`src/rtl/pwm_avalon_ctrl.sv`:
```
`default_nettype none
// ============================================================================
//  Module   : pwm_avalon_ctrl
//  Purpose  : Avalon-MM slave that configures and sequences one downstream
//             PWM core. Software writes shadow period/duty registers. These
//             are committed to the core only at a PWM period boundary, so the
//             core never sees a glitched period. An optional duty ramp moves
//             the active duty toward the target by STEP once per period. An
//             interrupt is raised at every period end. A mirror counter
//             replicates the core's wrap rule so that boundaries are known
//             locally.
//  Ports    : clk, reset_n (async, active-low)
//             avs_address/avs_read/avs_write/avs_writedata  - slave request
//             avs_readdata/avs_readdatavalid                 - read latency 1
//             irq                                            - level interrupt
//             pwm_period/pwm_duty/pwm_rst_n                  - core controls
//  Macro    : PWM_CTRL_RAMP_EN - when defined, the STEP register, the CTRL
//             RAMP_EN bit and duty ramping are built. When undefined, address
//             3 reads 0, CTRL b1 reads 0 and every commit loads DUTY directly.
//  Revision : 1.0 - initial release
// ============================================================================
module pwm_avalon_ctrl #(
  parameter int          ADDR_W     = 3,
  parameter logic [31:0] RST_PERIOD = 32'd999
) (
  input  logic              clk,
  input  logic              reset_n,
  input  logic [ADDR_W-1:0] avs_address,
  input  logic              avs_read,
  input  logic              avs_write,
  input  logic [31:0]       avs_writedata,
  output logic [31:0]       avs_readdata,
  output logic              avs_readdatavalid,
  output logic              irq,
  output logic [31:0]       pwm_period,
  output logic [31:0]       pwm_duty,
  output logic              pwm_rst_n
);

  localparam logic [ADDR_W-1:0] c_addr_ctrl   = ADDR_W'(0);
  localparam logic [ADDR_W-1:0] c_addr_period = ADDR_W'(1);
  localparam logic [ADDR_W-1:0] c_addr_duty   = ADDR_W'(2);
  localparam logic [ADDR_W-1:0] c_addr_step   = ADDR_W'(3);
  localparam logic [ADDR_W-1:0] c_addr_status = ADDR_W'(4);
  localparam logic [ADDR_W-1:0] c_addr_act_d  = ADDR_W'(5);
  localparam logic [ADDR_W-1:0] c_addr_act_p  = ADDR_W'(6);

  typedef enum logic [0:0] {
    S_IDLE = 1'b0,
    S_RUN  = 1'b1
  } state_t;

  state_t      r_state;
  state_t      w_state_nxt;

  logic        r_en;
  logic        r_irq_en;
  logic        r_ramp_en;
  logic [31:0] r_period;
  logic [31:0] r_duty;
  logic [31:0] r_step;
  logic        r_pend_irq;
  logic        r_upd_pending;
  logic [31:0] r_cnt;

  logic        w_wr_ctrl;
  logic        w_wr_period;
  logic        w_wr_duty;
  logic        w_wr_status;
  logic        w_go;
  logic        w_stop;
  logic        w_tick;
  logic        w_commit;
  logic [31:0] w_duty_tick;
  logic [31:0] w_duty_go;
  logic        w_ramp_busy;
  logic [31:0] w_rdata;

  // --------------------------------------------------------------------------
  // Write decode
  // --------------------------------------------------------------------------
  assign w_wr_ctrl   = avs_write && (avs_address == c_addr_ctrl);
  assign w_wr_period = avs_write && (avs_address == c_addr_period);
  assign w_wr_duty   = avs_write && (avs_address == c_addr_duty);
  assign w_wr_status = avs_write && (avs_address == c_addr_status);

  assign w_go   = (r_state == S_IDLE) && w_wr_ctrl &&  avs_writedata[0];
  assign w_stop = (r_state == S_RUN)  && w_wr_ctrl && !avs_writedata[0];

  // Last cycle of a period. The all-ones term covers pwm_period = 2^32-1,
  // where the counter never exceeds the period and wraps naturally.
  assign w_tick = pwm_rst_n && ((r_cnt > pwm_period) || (r_cnt == 32'hFFFF_FFFF));

  // A disable in the tick cycle wins: the pending update is discarded.
  assign w_commit = (r_state == S_RUN) && w_tick && !w_stop;

  // --------------------------------------------------------------------------
  // Duty selection for enable and for period-boundary commits
  // --------------------------------------------------------------------------
`ifdef PWM_CTRL_RAMP_EN
  logic [31:0] w_dist;
  logic        w_ramp_on;

  assign w_ramp_on = r_ramp_en && (r_step != 32'd0);
  assign w_dist    = (r_duty >= pwm_duty) ? (r_duty - pwm_duty) : (pwm_duty - r_duty);

  // When the distance exceeds STEP the moved value stays strictly on the near
  // side of DUTY, so the add/subtract can neither overflow nor underflow.
  always_comb begin
    w_duty_tick = r_duty;
    if (w_ramp_on && (w_dist > r_step)) begin
      if (r_duty > pwm_duty) begin
        w_duty_tick = pwm_duty + r_step;
      end else begin
        w_duty_tick = pwm_duty - r_step;
      end
    end
  end

  // Ramping always starts from zero; the RAMP_EN bit being written now counts.
  assign w_duty_go   = avs_writedata[1] ? 32'd0 : r_duty;
  assign w_ramp_busy = (r_state == S_RUN) && r_ramp_en && (pwm_duty != r_duty);
`else
  assign w_duty_tick = r_duty;
  assign w_duty_go   = r_duty;
  assign w_ramp_busy = 1'b0;
`endif

  // --------------------------------------------------------------------------
  // FSM
  // --------------------------------------------------------------------------
  always_ff @(posedge clk or negedge reset_n) begin
    if (!reset_n) begin
      r_state <= S_IDLE;
    end else begin
      r_state <= w_state_nxt;
    end
  end

  always_comb begin
    w_state_nxt = r_state;
    case (r_state)
      S_IDLE: if (w_go)   w_state_nxt = S_RUN;
      S_RUN:  if (w_stop) w_state_nxt = S_IDLE;
      default:            w_state_nxt = S_IDLE;
    endcase
  end

  // --------------------------------------------------------------------------
  // Software-visible registers
  // --------------------------------------------------------------------------
  always_ff @(posedge clk or negedge reset_n) begin
    if (!reset_n) begin
      r_en          <= 1'b0;
      r_irq_en      <= 1'b0;
      r_period      <= RST_PERIOD;
      r_duty        <= 32'd0;
      r_pend_irq    <= 1'b0;
      r_upd_pending <= 1'b0;
    end else begin
      if (w_wr_ctrl) begin
        r_en     <= avs_writedata[0];
        r_irq_en <= avs_writedata[2];
      end
      if (w_wr_period) r_period <= avs_writedata;
      if (w_wr_duty)   r_duty   <= avs_writedata;

      // A boundary setting the pending flag beats a simultaneous clear.
      if (w_commit) begin
        r_pend_irq <= 1'b1;
      end else if (w_wr_status && avs_writedata[0]) begin
        r_pend_irq <= 1'b0;
      end

      // A shadow write in the commit cycle must survive to the next boundary.
      if (w_go || w_stop) begin
        r_upd_pending <= 1'b0;
      end else if ((r_state == S_RUN) && (w_wr_period || w_wr_duty)) begin
        r_upd_pending <= 1'b1;
      end else if (w_commit) begin
        r_upd_pending <= 1'b0;
      end
    end
  end

`ifdef PWM_CTRL_RAMP_EN
  always_ff @(posedge clk or negedge reset_n) begin
    if (!reset_n) begin
      r_ramp_en <= 1'b0;
      r_step    <= 32'd0;
    end else begin
      if (w_wr_ctrl) r_ramp_en <= avs_writedata[1];
      if (avs_write && (avs_address == c_addr_step)) r_step <= avs_writedata;
    end
  end
`else
  assign r_ramp_en = 1'b0;
  assign r_step    = 32'd0;
`endif

  // --------------------------------------------------------------------------
  // Core controls and mirror counter
  // --------------------------------------------------------------------------
  always_ff @(posedge clk or negedge reset_n) begin
    if (!reset_n) begin
      pwm_period <= RST_PERIOD;
      pwm_duty   <= 32'd0;
      pwm_rst_n  <= 1'b0;
      r_cnt      <= 32'd0;
      irq        <= 1'b0;
    end else begin
      pwm_rst_n <= (w_state_nxt == S_RUN);

      if (w_go) begin
        pwm_period <= r_period;
        pwm_duty   <= w_duty_go;
      end else if (w_commit) begin
        pwm_period <= r_period;
        pwm_duty   <= w_duty_tick;
      end

      if (!pwm_rst_n) begin
        r_cnt <= 32'd0;
      end else if (r_cnt > pwm_period) begin
        r_cnt <= 32'd0;
      end else begin
        r_cnt <= r_cnt + 32'd1;
      end

      irq <= r_irq_en && r_pend_irq;
    end
  end

  // --------------------------------------------------------------------------
  // Read path: sampled in the read cycle, presented one cycle later
  // --------------------------------------------------------------------------
  always_comb begin
    w_rdata = 32'd0;
    case (avs_address)
      c_addr_ctrl:   w_rdata = {29'd0, r_irq_en, r_ramp_en, r_en};
      c_addr_period: w_rdata = r_period;
      c_addr_duty:   w_rdata = r_duty;
      c_addr_step:   w_rdata = r_step;
      c_addr_status: w_rdata = {29'd0, r_upd_pending, w_ramp_busy, r_pend_irq};
      c_addr_act_d:  w_rdata = pwm_duty;
      c_addr_act_p:  w_rdata = pwm_period;
      default:       w_rdata = 32'd0;
    endcase
  end

  always_ff @(posedge clk or negedge reset_n) begin
    if (!reset_n) begin
      avs_readdata      <= 32'd0;
      avs_readdatavalid <= 1'b0;
    end else begin
      avs_readdatavalid <= avs_read;
      if (avs_read) begin
        avs_readdata <= w_rdata;
      end
    end
  end

endmodule
`default_nettype wire
```
`config.mk`:
```
export PLATFORM = sky130hd
export DESIGN_NAME = pwm_avalon_ctrl
export DESIGN_NICKNAME = d
export VERILOG_FILES = /design/src/rtl/pwm_avalon_ctrl.sv
export SDC_FILE = /design/constraint.sdc
export NUM_CORES = 1
export LEC_CHECK = 0
export ABC_AREA = 1
export BUFFER_PORTS_ARGS = -buffer_cell sky130_fd_sc_hd__clkbuf_2
export CAP_MARGIN = 0
export CORE_MARGIN = 3
export CORE_UTILIZATION = 45
export CTS_BUF_LIST = sky130_fd_sc_hd__clkbuf_8
export DETAILED_ROUTE_END_ITERATION = 16
export PLACE_DENSITY = 0.68
export SLEW_MARGIN = 20
export SYNTH_ARGS = -nofsm -noshare
export SYNTH_HDL_FRONTEND = slang
export SYNTH_SLANG_ARGS = --single-unit
```
`constraint.sdc`:
```
create_clock -name clk -period 3.7 [get_ports clk]
set_clock_uncertainty 0.05 [all_clocks]
set_input_delay 0.37 -clock clk [delete_from_list [all_inputs] [get_ports clk]]
set_output_delay 0.37 -clock clk [all_outputs]
set_load 0.01 [all_outputs]
```
==> results.md, run 1 <==
- Combinational Power Share: 0.284
- Setup Crit Path Kind: reg2reg
- Period minus WS final: 3.08 ns
- Primary FF master, synth: dfrtp_1
- R2r endpoint: pwm_duty[7]
- Synth Register Bits: 198
- R2R cell count: 16
- Antenna cells: 0
- Unrepaired setup endpoints after global routing: false
- Drt drc: 0
- Cell Count Post-Placement: 1592
- Area share of the largest cell type after synthesis: 0.456
- Largest net degree at the start of global routing: 83
- Setup Viol. Count Final: 0
- Finished Layout Cells: 1625
- FILL cells: 2022
- DR pass1 iterations: 6
- Slew HR: 0.318
- Asr flop ratio synth: 1.00
- Die ar.: 24000 um2
- Sink Count: 198
- CP max stage delay: 0.76 ns
- Total track usage: 0.218
- Initial core utilization: 0.466
- Fmax: 324 MHz
- Storage cell area: 4970 um2
- Die extent in x: 155 um
- Fin Setup TNS: 0 ns
- Final core utilization: 0.528
- CTS tree: built
- Final Slew Violations: 0
- Netlist cell types: 39
- CP Capture Type: flop
- Net Switching: 2.46 mW
- Port Buffers: 137
- Routed WL: 26100 um
- Pleak: 5.73 nW
- Power density over the cells: 587 nW/um2
- Syn nets: 1291
- Drt wl/cell: 16.0 um
- Worst path top cell family by delay: simple AND/OR/NAND/NOR gates
- Vias per inst: 5.20
- IO Pins: 138
- Synth Cell Area: 9980 um2
- Synthesis warning total: 0
- Synth area leaders: dfrtp_1 (46%), nand2_1 (13%), o21ai_0 (9.7%)
- Worst hold path type: in2reg
- Cell count after synthesis: 1219
- Clock share of power: 0.227
- Outcome: complete, no violations
- Share of cells above drive strength 1: 0.192
- H-tree Lvls: 4
- Post-CTS sizing: 0
- Crit path top cell by count: nand2_1
- CTS root buf: clkbuf_8
- Antenna violations before repair: 0
- CTS Buf Count: 17
- Levels on crit path: 16
- Die Y: 155 um
- Critical Path Fanout Max: 66
- Vias in the first global route: 8021
- First-pass GRT wire length: 42500 um
- Area Growth Syn to Fin: 13.3%
- Fin crit share: 0.833
- Placer Congestion: 0.874
- Core ar.: 21400 um2
- CP Capture Point: pwm_duty[7]
- Row cnt: 53
- Sequential power share: 0.489
- Multi-input logic area: 4100 um2
- Syn_area_per_cell: 8.19 um2
- 1st-iter DRT viols: 654
- Switching share of power: 0.371
- CP required: 4.06 ns
- Worst R2R Start: pwm_period[5]
- Max-cap violation count: 0
- Worst Setup Start Kind: flop
- Nets: 1409
- Cell type with the highest aggregate area in the netlist: dfrtp_1
- Buffers & Inverters on Critical Path: 2
- Worst path cell trace: inv_1 > ha_1 > a21oi_1 > nor2_1 > nor2_1 > nand2_1 > nand2_1 > nand2_1 > nand2_1 > nand2_1 > nand2_1 > nand2_2 > nand2_4 > buf_4 > nand3_1 > nand2_1
- Worst R2R Setup Slack: 0.62 ns
- Most frequent cells in the layout: nand2_1 (332), o21ai_0 (194), dfrtp_1 (182), inv_1 (166), clkbuf_2 (136)
- EDFF count, synth: 0
- Post-DRT Antenna Nets: 0
- Worst Path Arrival: 3.44 ns
- Max VDD drop: 0.000347 V
- Clock Latency Late Sink: 0.48 ns
- CP startpoint: pwm_period[5]
- Detailed-route via count: 8453
- Max stage delay cell, worst path: buf_4
- Worst-path clk slew: 0.11 ns
- Remaining global-route overflow: 0
- HPWL after DPL: 17700 um
- Internal power: 4.18 mW
- Commonest non-fill, non-tap cell in the layout: nand2_1
- Fin. Hold Viols: 0
- Register area share after synthesis: 0.498
- CTS Buffer Depth: 2
- Actual slew at the worst max-slew pin: 1.02 ns
[worst register-to-register path, delay by kind of cell (launching register included)]
family | cells | cell delay (ns)
adders and majority gates | 1 | 0.31
buffers and inverters | 2 | 0.84
DFF | 1 | 0.58
AOI/OAI and AO/OA | 1 | 0.16
and+or+nand+nor | 12 | 1.09
[final cells by class]
type,instances,share of cell area
sequential,198,0.440
clock buffer,17,0.0207
clock inverter,15,0.0168
timing repair buffer,155,0.0736
multi-input combinational,796,0.362
inverter,169,0.0561
tap,275,0.0304
[power by group through the flow]
| stage | clock, mW | combinational [mW] | sequential (mW) |
|---|---|---|---|
| after CTS | 1.53 | 1.92 | 3.24 |
| after global placement | 0 | 1.85 | 3.27 |
| after global routing | 1.63 | 2.16 | 3.31 |
| final | 1.51 | 1.89 | 3.25 |
| after detailed placement | 0 | 1.92 | 3.28 |
| after floorplan | 0 | 0.980 | 3.33 |
[per-stage QoR]
step	hold WS [ns]	cell area, um2	power, mW	worst slack (ns)
final	0.0830	11300	6.64	0.617
after floorplan	0.0244	9980	4.31	1.50
after CTS	0.0657	11300	6.70	0.619
after detailed placement	0.413	10900	5.19	0.670
after global placement	0.413	10900	5.13	0.792
after global routing	0.0809	11300	7.11	0.457
[cells in the mapped netlist (2+ instances only)]
cell type,number
nor2_2,2
buf_2,6
nor3_1,17
xor2_1,12
nor2_1,63
nand2_4,2
inv_1,167
nor4_1,3
xnor2_1,3
ha_1,33
a211oi_1,3
buf_4,6
clkbuf_1,37
a21oi_1,17
nand3_2,42
nand4_1,9
a221oi_1,2
nand3_1,44
buf_1,2
nand2_1,334
o21ai_0,194
inv_2,2
dfrtp_1,182
dfstp_2,16
nand2_2,2
buf_6,5
and3_1,2
[cells by family (layout without fill, tap and decap cells)]
family	after synthesis	count (layout)	synth area share
compound gates	222	222	0.114
fa+ha+maj	33	33	0.0414
buf+inv	225	356	0.0914
simple gates	525	525	0.240
flops	198	198	0.498
mux	1	1	0.00113
xor+xnor	15	15	0.0132
[per-layer routing]
metal / wire [um] / GRT usage / vias to the layer above
met4: 314 / 0.0547 / 0
met3: 1580 / 0.0414 / 21
met2: 11900 / 0.341 / 272
met5: 0 / 0 / -
li1: - / - / 4116
met1: 12300 / 0.316 / 4044
[sequential cells by signal, summed over array words and instances, names as in the netlist]
signal             flops
r_duty                32
r_pend_irq             1
avs_readdatavalid      1
r_upd_pending          1
avs_readdata          32
pwm_duty              32
r_period              32
irq                    1
pwm_period            32
r_irq_en               1
r_cnt                 32
r_en                   1
[how the worst min path moves through the flow]
stage	startpoint	to	slack [ns]	cells past startpoint
floorplan	reset_n	avs_readdata[0]	0.02	0
global placement	reset_n	avs_readdata[8]	0.41	1
detailed placement	reset_n	avs_readdata[8]	0.41	1
CTS	avs_writedata[7]	r_period[7]	0.07	3
global route	avs_writedata[29]	r_period[29]	0.08	3
finish	avs_writedata[26]	r_duty[26]	0.08	3
[repair_timing]
| item | in CTS | in global routing |
|---|---|---|
| hold endpoints to repair | 74 | 0 |
| hold buffers | 1 | 0 |
| setup endpoints to repair | 0 | 0 |
| buffers inserted | 0 | 0 |
No activity file was read; power rests on OpenSTA's default activity.
==> run 2: changes to the inputs <==
==> constraint.sdc (replaced) <==
create_clock -name clk -period 3.1 [get_ports clk]
set_clock_uncertainty 0.05 [all_clocks]
set_input_delay 0.31 -clock clk [delete_from_list [all_inputs] [get_ports clk]]
set_output_delay 0.31 -clock clk [all_outputs]
set_load 0.01 [all_outputs]
==> run 2 against run 1 <==
Effect of this change: core utilization is 0.61 points higher; wire length is 0.59% higher; flip-flop and latch count stayed put; setup slack worse by 0.24 ns; critical endpoint is now pwm_duty[6]; sequential share of layout area is 0.51 points lower; sequential power is 19% higher; clock power is 28% higher; die area stayed put; combinational power is 20% higher.
==> results.md, run 2 (synthesis results as in run 1) <==
- Critical Path Fanout Max: 40
- HPWL after DPL: 18100 um
- Slew HR: 0.546
- Period minus WS final: 2.72 ns
- Hold Slack: 0.0280 ns
- Hold Path Depth: 3
- Fin Setup TNS: 0 ns
- Detailed-route via count: 8402
- Final Slew Violations: 0
- Met2 GRT Util: 0.361
- Setup Viol. Count Final: 0
- Largest net degree at the start of global routing: 74
- Worst Path Arrival: 3.07 ns
- Min-Delay Endpoint: r_period[5]
- CTS tree: built
- Most frequent cells in the layout: nand2_1 (332), o21ai_0 (194), dfrtp_1 (182), inv_1 (168), clkbuf_2 (136)
- Hold_sp: avs_writedata[5]
- Sink Count: 198
- Fmax: 367 MHz
- Clock Latency Late Sink: 0.47 ns
- Finished Layout Cells: 1627
- First-pass GRT wire length: 43000 um
- Worst path cell trace: inv_1 > ha_1 > nand2_1 > nor2_1 > nand4_1 > nor2_1 > nand2_1 > nand2_1 > nand2_2 > nand2_4 > buf_4 > nand3_1 > nand2_1
- CTS Buf Count: 17
- Setup bufs post-CTS: 0
- CTS root buf: clkbuf_8
- Total track usage: 0.223
- Worst hold path type: in2reg
- Post-CTS sizing: 0
- CTS Buffer Depth: 2
- Worst-path clk slew: 0.10 ns
- Placer Congestion: 0.871
- Vias in the first global route: 8063
- Unrepaired setup endpoints after global routing: false
- Top Usage Layer GRT: met2
- DR pass1 iterations: 5
- Worst R2R Start: pwm_period[7]
- CP Capture Type: flop
- Share of cells above drive strength 1: 0.192
- Outcome: complete, no violations
- Placed Area: 11000 um2
- Fin crit share: 0.878
- Commonest non-fill, non-tap cell in the layout: nand2_1
- Fin area: 11400 um2
- IO Pins: 138
- Die ar.: 24000 um2
- Crit path top cell by count: nand2_1
- Remaining global-route overflow: 0
- H-tree Lvls: 4
- Routed WL: 26200 um
- Worst R2R Setup Slack: 0.38 ns
- DP Worst Slack: 0.369 ns
- Die extent in x: 155 um
- Power density over the cells: 706 nW/um2
- Pleak: 5.80 nW
- Cell Count Post-Placement: 1594
- Row cnt: 53
- Met3 GRT Util: 0.0448
- Antenna cells: 0
- Setup Crit Path Kind: reg2reg
- R2R cell count: 13
- Worst Setup Start Kind: flop
- Met1 Usage GRT: 0.315
- FILL cells: 2024
- Actual slew at the worst max-slew pin: 0.680 ns
- Max stage delay cell, worst path: dfstp_2
- Nets: 1411
- Port Buffers: 137
- Vias per inst: 5.16
- Final Worst Setup Slack: 0.378 ns
- Post-DRT Antenna Nets: 0
- Buffers & Inverters on Critical Path: 2
- Worst path top cell family by delay: simple AND/OR/NAND/NOR gates
- Die Y: 155 um
- CTS Hold Buffers Added: 1
- Drt drc: 0
- Area Growth Syn to Fin: 14.6%
- CP required: 3.45 ns
- Antenna violations before repair: 0
- Max VDD drop: 0.000383 V
- Initial core utilization: 0.466
- R2r endpoint: pwm_duty[6]
- CP max stage delay: 0.56 ns
- Max-cap violation count: 0
- 1st-iter DRT viols: 590
- Fin. Hold Viols: 0
- Drt wl/cell: 16.1 um
- Core ar.: 21400 um2
-- run 2: cell count changes in the layout (fill, tap and decap cells not counted) --
| cell | delta |
|---|---|
| clkbuf_8 | +2 |
| inv_6 | -4 |
| inv_8 | -1 |
| inv_1 | +2 |
| clkinvlp_4 | -1 |
| bufinv_16 | +2 |
| buf_4 | -4 |
| buf_12 | +6 |
-- run 2: area by class of cell --
class | count | area (um2) | area share
Clock buffer | 19 | 262 | 0.0229
Inverter | 169 | 634 | 0.0555
Timing Repair Buffer | 157 | 922 | 0.0806
Clock inverter | 13 | 204 | 0.0178
Sequential cell | 198 | 4970 | 0.435
Multi-Input combinational cell | 796 | 4100 | 0.358
Tap cell | 275 | 344 | 0.0301
-- run 2: report_power, final --
group | internal (mW) | switching, mW
Clock | 1.00 | 0.933
Combinational | 0.919 | 1.36
Sequential | 3.26 | 0.603
-- run 2: metal layers --
layer	vias to the layer above	share of wire
met5	-	0
met4	0	0.0084
met3	16	0.066
met2	258	0.46
met1	4018	0.46
li1	4110	-
-- run 2: through the flow --
step | total power [mW] | utilization
after floorplan | 5.14 | -
after global placement | 6.14 | 0.512
after detailed placement | 6.22 | 0.512
after CTS | 8.15 | 0.534
after global routing | 8.64 | 0.534
final | 8.08 | 0.534
-- run 2: worst register-to-register path, delay by kind of cell (launching register included) --
family	cells	cell delay (ns)
simple gates	10	1.19
flops	1	0.56
buf+inv	2	0.55
fa+ha+maj	1	0.30
-- run 2: how the worst max path moves through the flow --
stage | start | depth (start not counted) | slack (ns) | endpoint
floorplan | pwm_period[7] | 15 | 0.90 | pwm_period[22]
global placement | pwm_period[6] | 13 | 0.44 | r_upd_pending
detailed placement | pwm_period[7] | 13 | 0.37 | r_upd_pending
CTS | pwm_period[7] | 13 | 0.34 | r_upd_pending
global route | pwm_period[7] | 13 | 0.11 | pwm_period[22]
finish | pwm_period[7] | 13 | 0.38 | pwm_duty[6]
==> run 3: changes to the inputs <==
==> config.mk (replaced) <==
export PLATFORM = sky130hd
export DESIGN_NAME = pwm_avalon_ctrl
export DESIGN_NICKNAME = d
export VERILOG_FILES = /design/src/rtl/pwm_avalon_ctrl.sv
export SDC_FILE = /design/constraint.sdc
export NUM_CORES = 1
export LEC_CHECK = 0
export CAP_MARGIN = 0
export CORE_MARGIN = 3
export CORE_UTILIZATION = 66
export CTS_BUF_LIST = sky130_fd_sc_hd__clkbuf_8
export DETAILED_ROUTE_END_ITERATION = 16
export DONT_BUFFER_PORTS = 1
export PLACE_DENSITY = 0.85
export SLEW_MARGIN = 20
export SYNTH_ARGS = -nofsm -noshare
export SYNTH_HDL_FRONTEND = slang
export SYNTH_SLANG_ARGS = --single-unit
==> run 3 against run 2 <==
Effect of this change: the run now ends with negative hold slack left; clock power decreased by 3%; non-clock buffer count decreased by 89; fmax decreased by 6.8%; via count increased by 6.6%; wire length increased by 13%; critical endpoint is now pwm_period[1].
==> results.md, run 3 <==
- Worst path cell trace: inv_1 > ha_1 > nand4_1 > or2_1 > o31ai_4 > a31o_2 > nand2_4 > buf_12 > o311ai_0
- Failing checks: negative hold slack
- Cell Count Post-Placement: 1191
- CP max stage delay: 0.47 ns
- Die Y: 133 um
- Drt wl/cell: 23.5 um
- Placer Congestion: 0.864
- Hold Slack: -0.539 ns
- Drt drc: 0
- Antenna cells: 0
- Syn_area_per_cell: 10.3 um2
- Largest net degree at the start of global routing: 199
- Fmax: 343 MHz
- Sink Count: 198
- Compound-Gate Fraction of Synth Area: 0.224
- Final core utilization: 0.754
- Final Slew Violations: 0
- Die extent in x: 133 um
- Worst-path clk slew: 0.10 ns
- Synth Cell Area: 10600 um2
- Share of cells above drive strength 1: 0.158
- Fin Setup TNS: 0 ns
- Nets: 1111
- Critical Path Fanout Max: 25
- Detailed-route via count: 8953
- Routed WL: 29700 um
- Setup Viol. Count Final: 0
- CTS tree: built
- Unrepaired setup endpoints after global routing: false
- Initial core utilization: 0.688
- Row cnt: 45
- Worst Path Arrival: 3.23 ns
- Area Growth Syn to Fin: 9.69%
- Actual slew at the worst max-slew pin: 1.03 ns
- Pleak: 4.85 nW
- Vias in the first global route: 8887
- Area share of the largest cell type after synthesis: 0.428
- DP Worst Slack: 0.124 ns
- Port Buffers: 0
- Synthesis warning total: 0
- R2R cell count: 9
- Remaining global-route overflow: 0
- Fin area: 11700 um2
- H-tree Lvls: 4
- Cell count after synthesis: 1037
- Fin crit share: 0.942
- First-pass GRT wire length: 47400 um
- Most frequent cells in the layout: dfrtp_1 (182), o211ai_1 (98), nor2_1 (77), inv_1 (72), mux2_2 (65)
- Post-DRT Antenna Nets: 0
- CTS Hold Buffers Added: 36
- Antenna violations before repair: 0
- Commonest non-fill, non-tap cell in the layout: dfrtp_1
- Final Worst Setup Slack: 0.181 ns
- CTS root buf: clkbuf_8
- Worst Setup Start Kind: flop
- EDFF count, synth: 0
- Power, Total: 8.53 mW
- CP Capture Type: flop
- Outcome: finished with violations
- HPWL after DPL: 18200 um
- Asr flop ratio synth: 1.00
- IO Pins: 138
- CTS Buffer Depth: 2
- Most frequent cell after synthesis: dfrtp_1
- Clock Latency Late Sink: 0.49 ns
- Simple-Gate Fraction of Synth Area: 0.105
- Fin. Hold Viols: 198
- DR pass1 iterations: 6
- Period minus WS final: 2.92 ns
- Synth Register Bits: 198
- Post-synthesis mux area share: 0.0744
- Most frequent cells after synthesis: dfrtp_1 (182), o211ai_1 (98), nor2_1 (78)
- Power density over the cells: 730 nW/um2
- Placed Area: 10800 um2
- Worst hold path type: in2async
- CP required: 3.41 ns
- Netlist cell types: 59
- Slew HR: 0.314
- Primary FF master, synth: dfrtp_1
- Vias per inst: 7.09
- Area share of fa/ha/maj cells after synthesis: 0.0388
- Max VDD drop: 0.000554 V
- Cell type with the highest aggregate area in the netlist: dfrtp_1
- 1st-iter DRT viols: 1034
- Max stage delay cell, worst path: dfrtp_1
- Die ar.: 17700 um2
- Max-cap violation count: 0
- Register area share after synthesis: 0.467
- Largest family of logic cells by synthesized area: compound AO/OA/AOI/OAI gates
- CTS Buf Count: 17
- Finished Layout Cells: 1263
- Core ar.: 15500 um2
- Setup Crit Path Kind: reg2reg
- Syn nets: 1109
- Total track usage: 0.335
- Post-Synth XOR/XNOR Area: 0.0255
- Synth area leaders: dfrtp_1 (43%), o211ai_1 (6.9%), mux2_2 (6.9%)
-- run 3: final cells by class --
class,instances,area [um2]
clock inverter,14,203
inverter,72,273
sequential,198,4970
clock buffer,18,248
tap,211,264
timing repair buffer,68,698
fill,987,3800
multi-input combinational,682,5020
-- run 3: report_power, final --
part           internal (mW)  switching [mW]
Combinational          0.980            1.24
Sequential              3.33            1.09
Clock                  0.911           0.962
Total                   5.23            3.30
-- run 3: metal layers --
layer / global-route usage / routed length [um] / vias up
li1: - / - / 3892
met1: 0.446 / 11600 / 4445
met2: 0.513 / 14100 / 532
met3: 0.0875 / 3120 / 84
met4: 0.159 / 817 / 0
met5: 0 / 0 / -
-- run 3: cell families (layout without fill, tap and decap cells) --
family	after synthesis	after routing
AO/OA/AOI/OAI	323	323
XOR/XNOR	31	31
adder cells (fa/ha/maj)	33	33
buffers and inverters	158	172
flip-flops	198	198
multiplexers	71	71
AND/OR/NAND/NOR	223	224
-- run 3: repair_timing --
action,in CTS,in global routing
resized for setup,0,2
setup endpoints to repair,0,20
hold endpoints to repair,297,198
setup buffers,0,3
-- run 3: critical path: cells and delay by family (launching register included) --
kind / cells / cell delay, ns
simple gates: 3 / 0.66
flops: 1 / 0.47
buf+inv: 2 / 0.35
fa+ha+maj: 1 / 0.33
compound gates: 3 / 0.93
-- run 3: path summary, 6_finish.rpt --
| kind | slack [ns] | endpoint | startpoint |
|---|---|---|---|
| max reg2reg | 0.18 | pwm_period[1] | pwm_period[15] |
| max in group asynchronous | 3.26 | r_period[2] | reset_n |
| max | 0.18 | pwm_period[1] | pwm_period[15] |
| min | -0.54 | avs_readdata[17] | reset_n |
| min reg2reg | 0.45 | r_cnt[0] | r_cnt[0] |
| min in group clk | 0.04 | avs_readdata[0] | avs_address[1] |
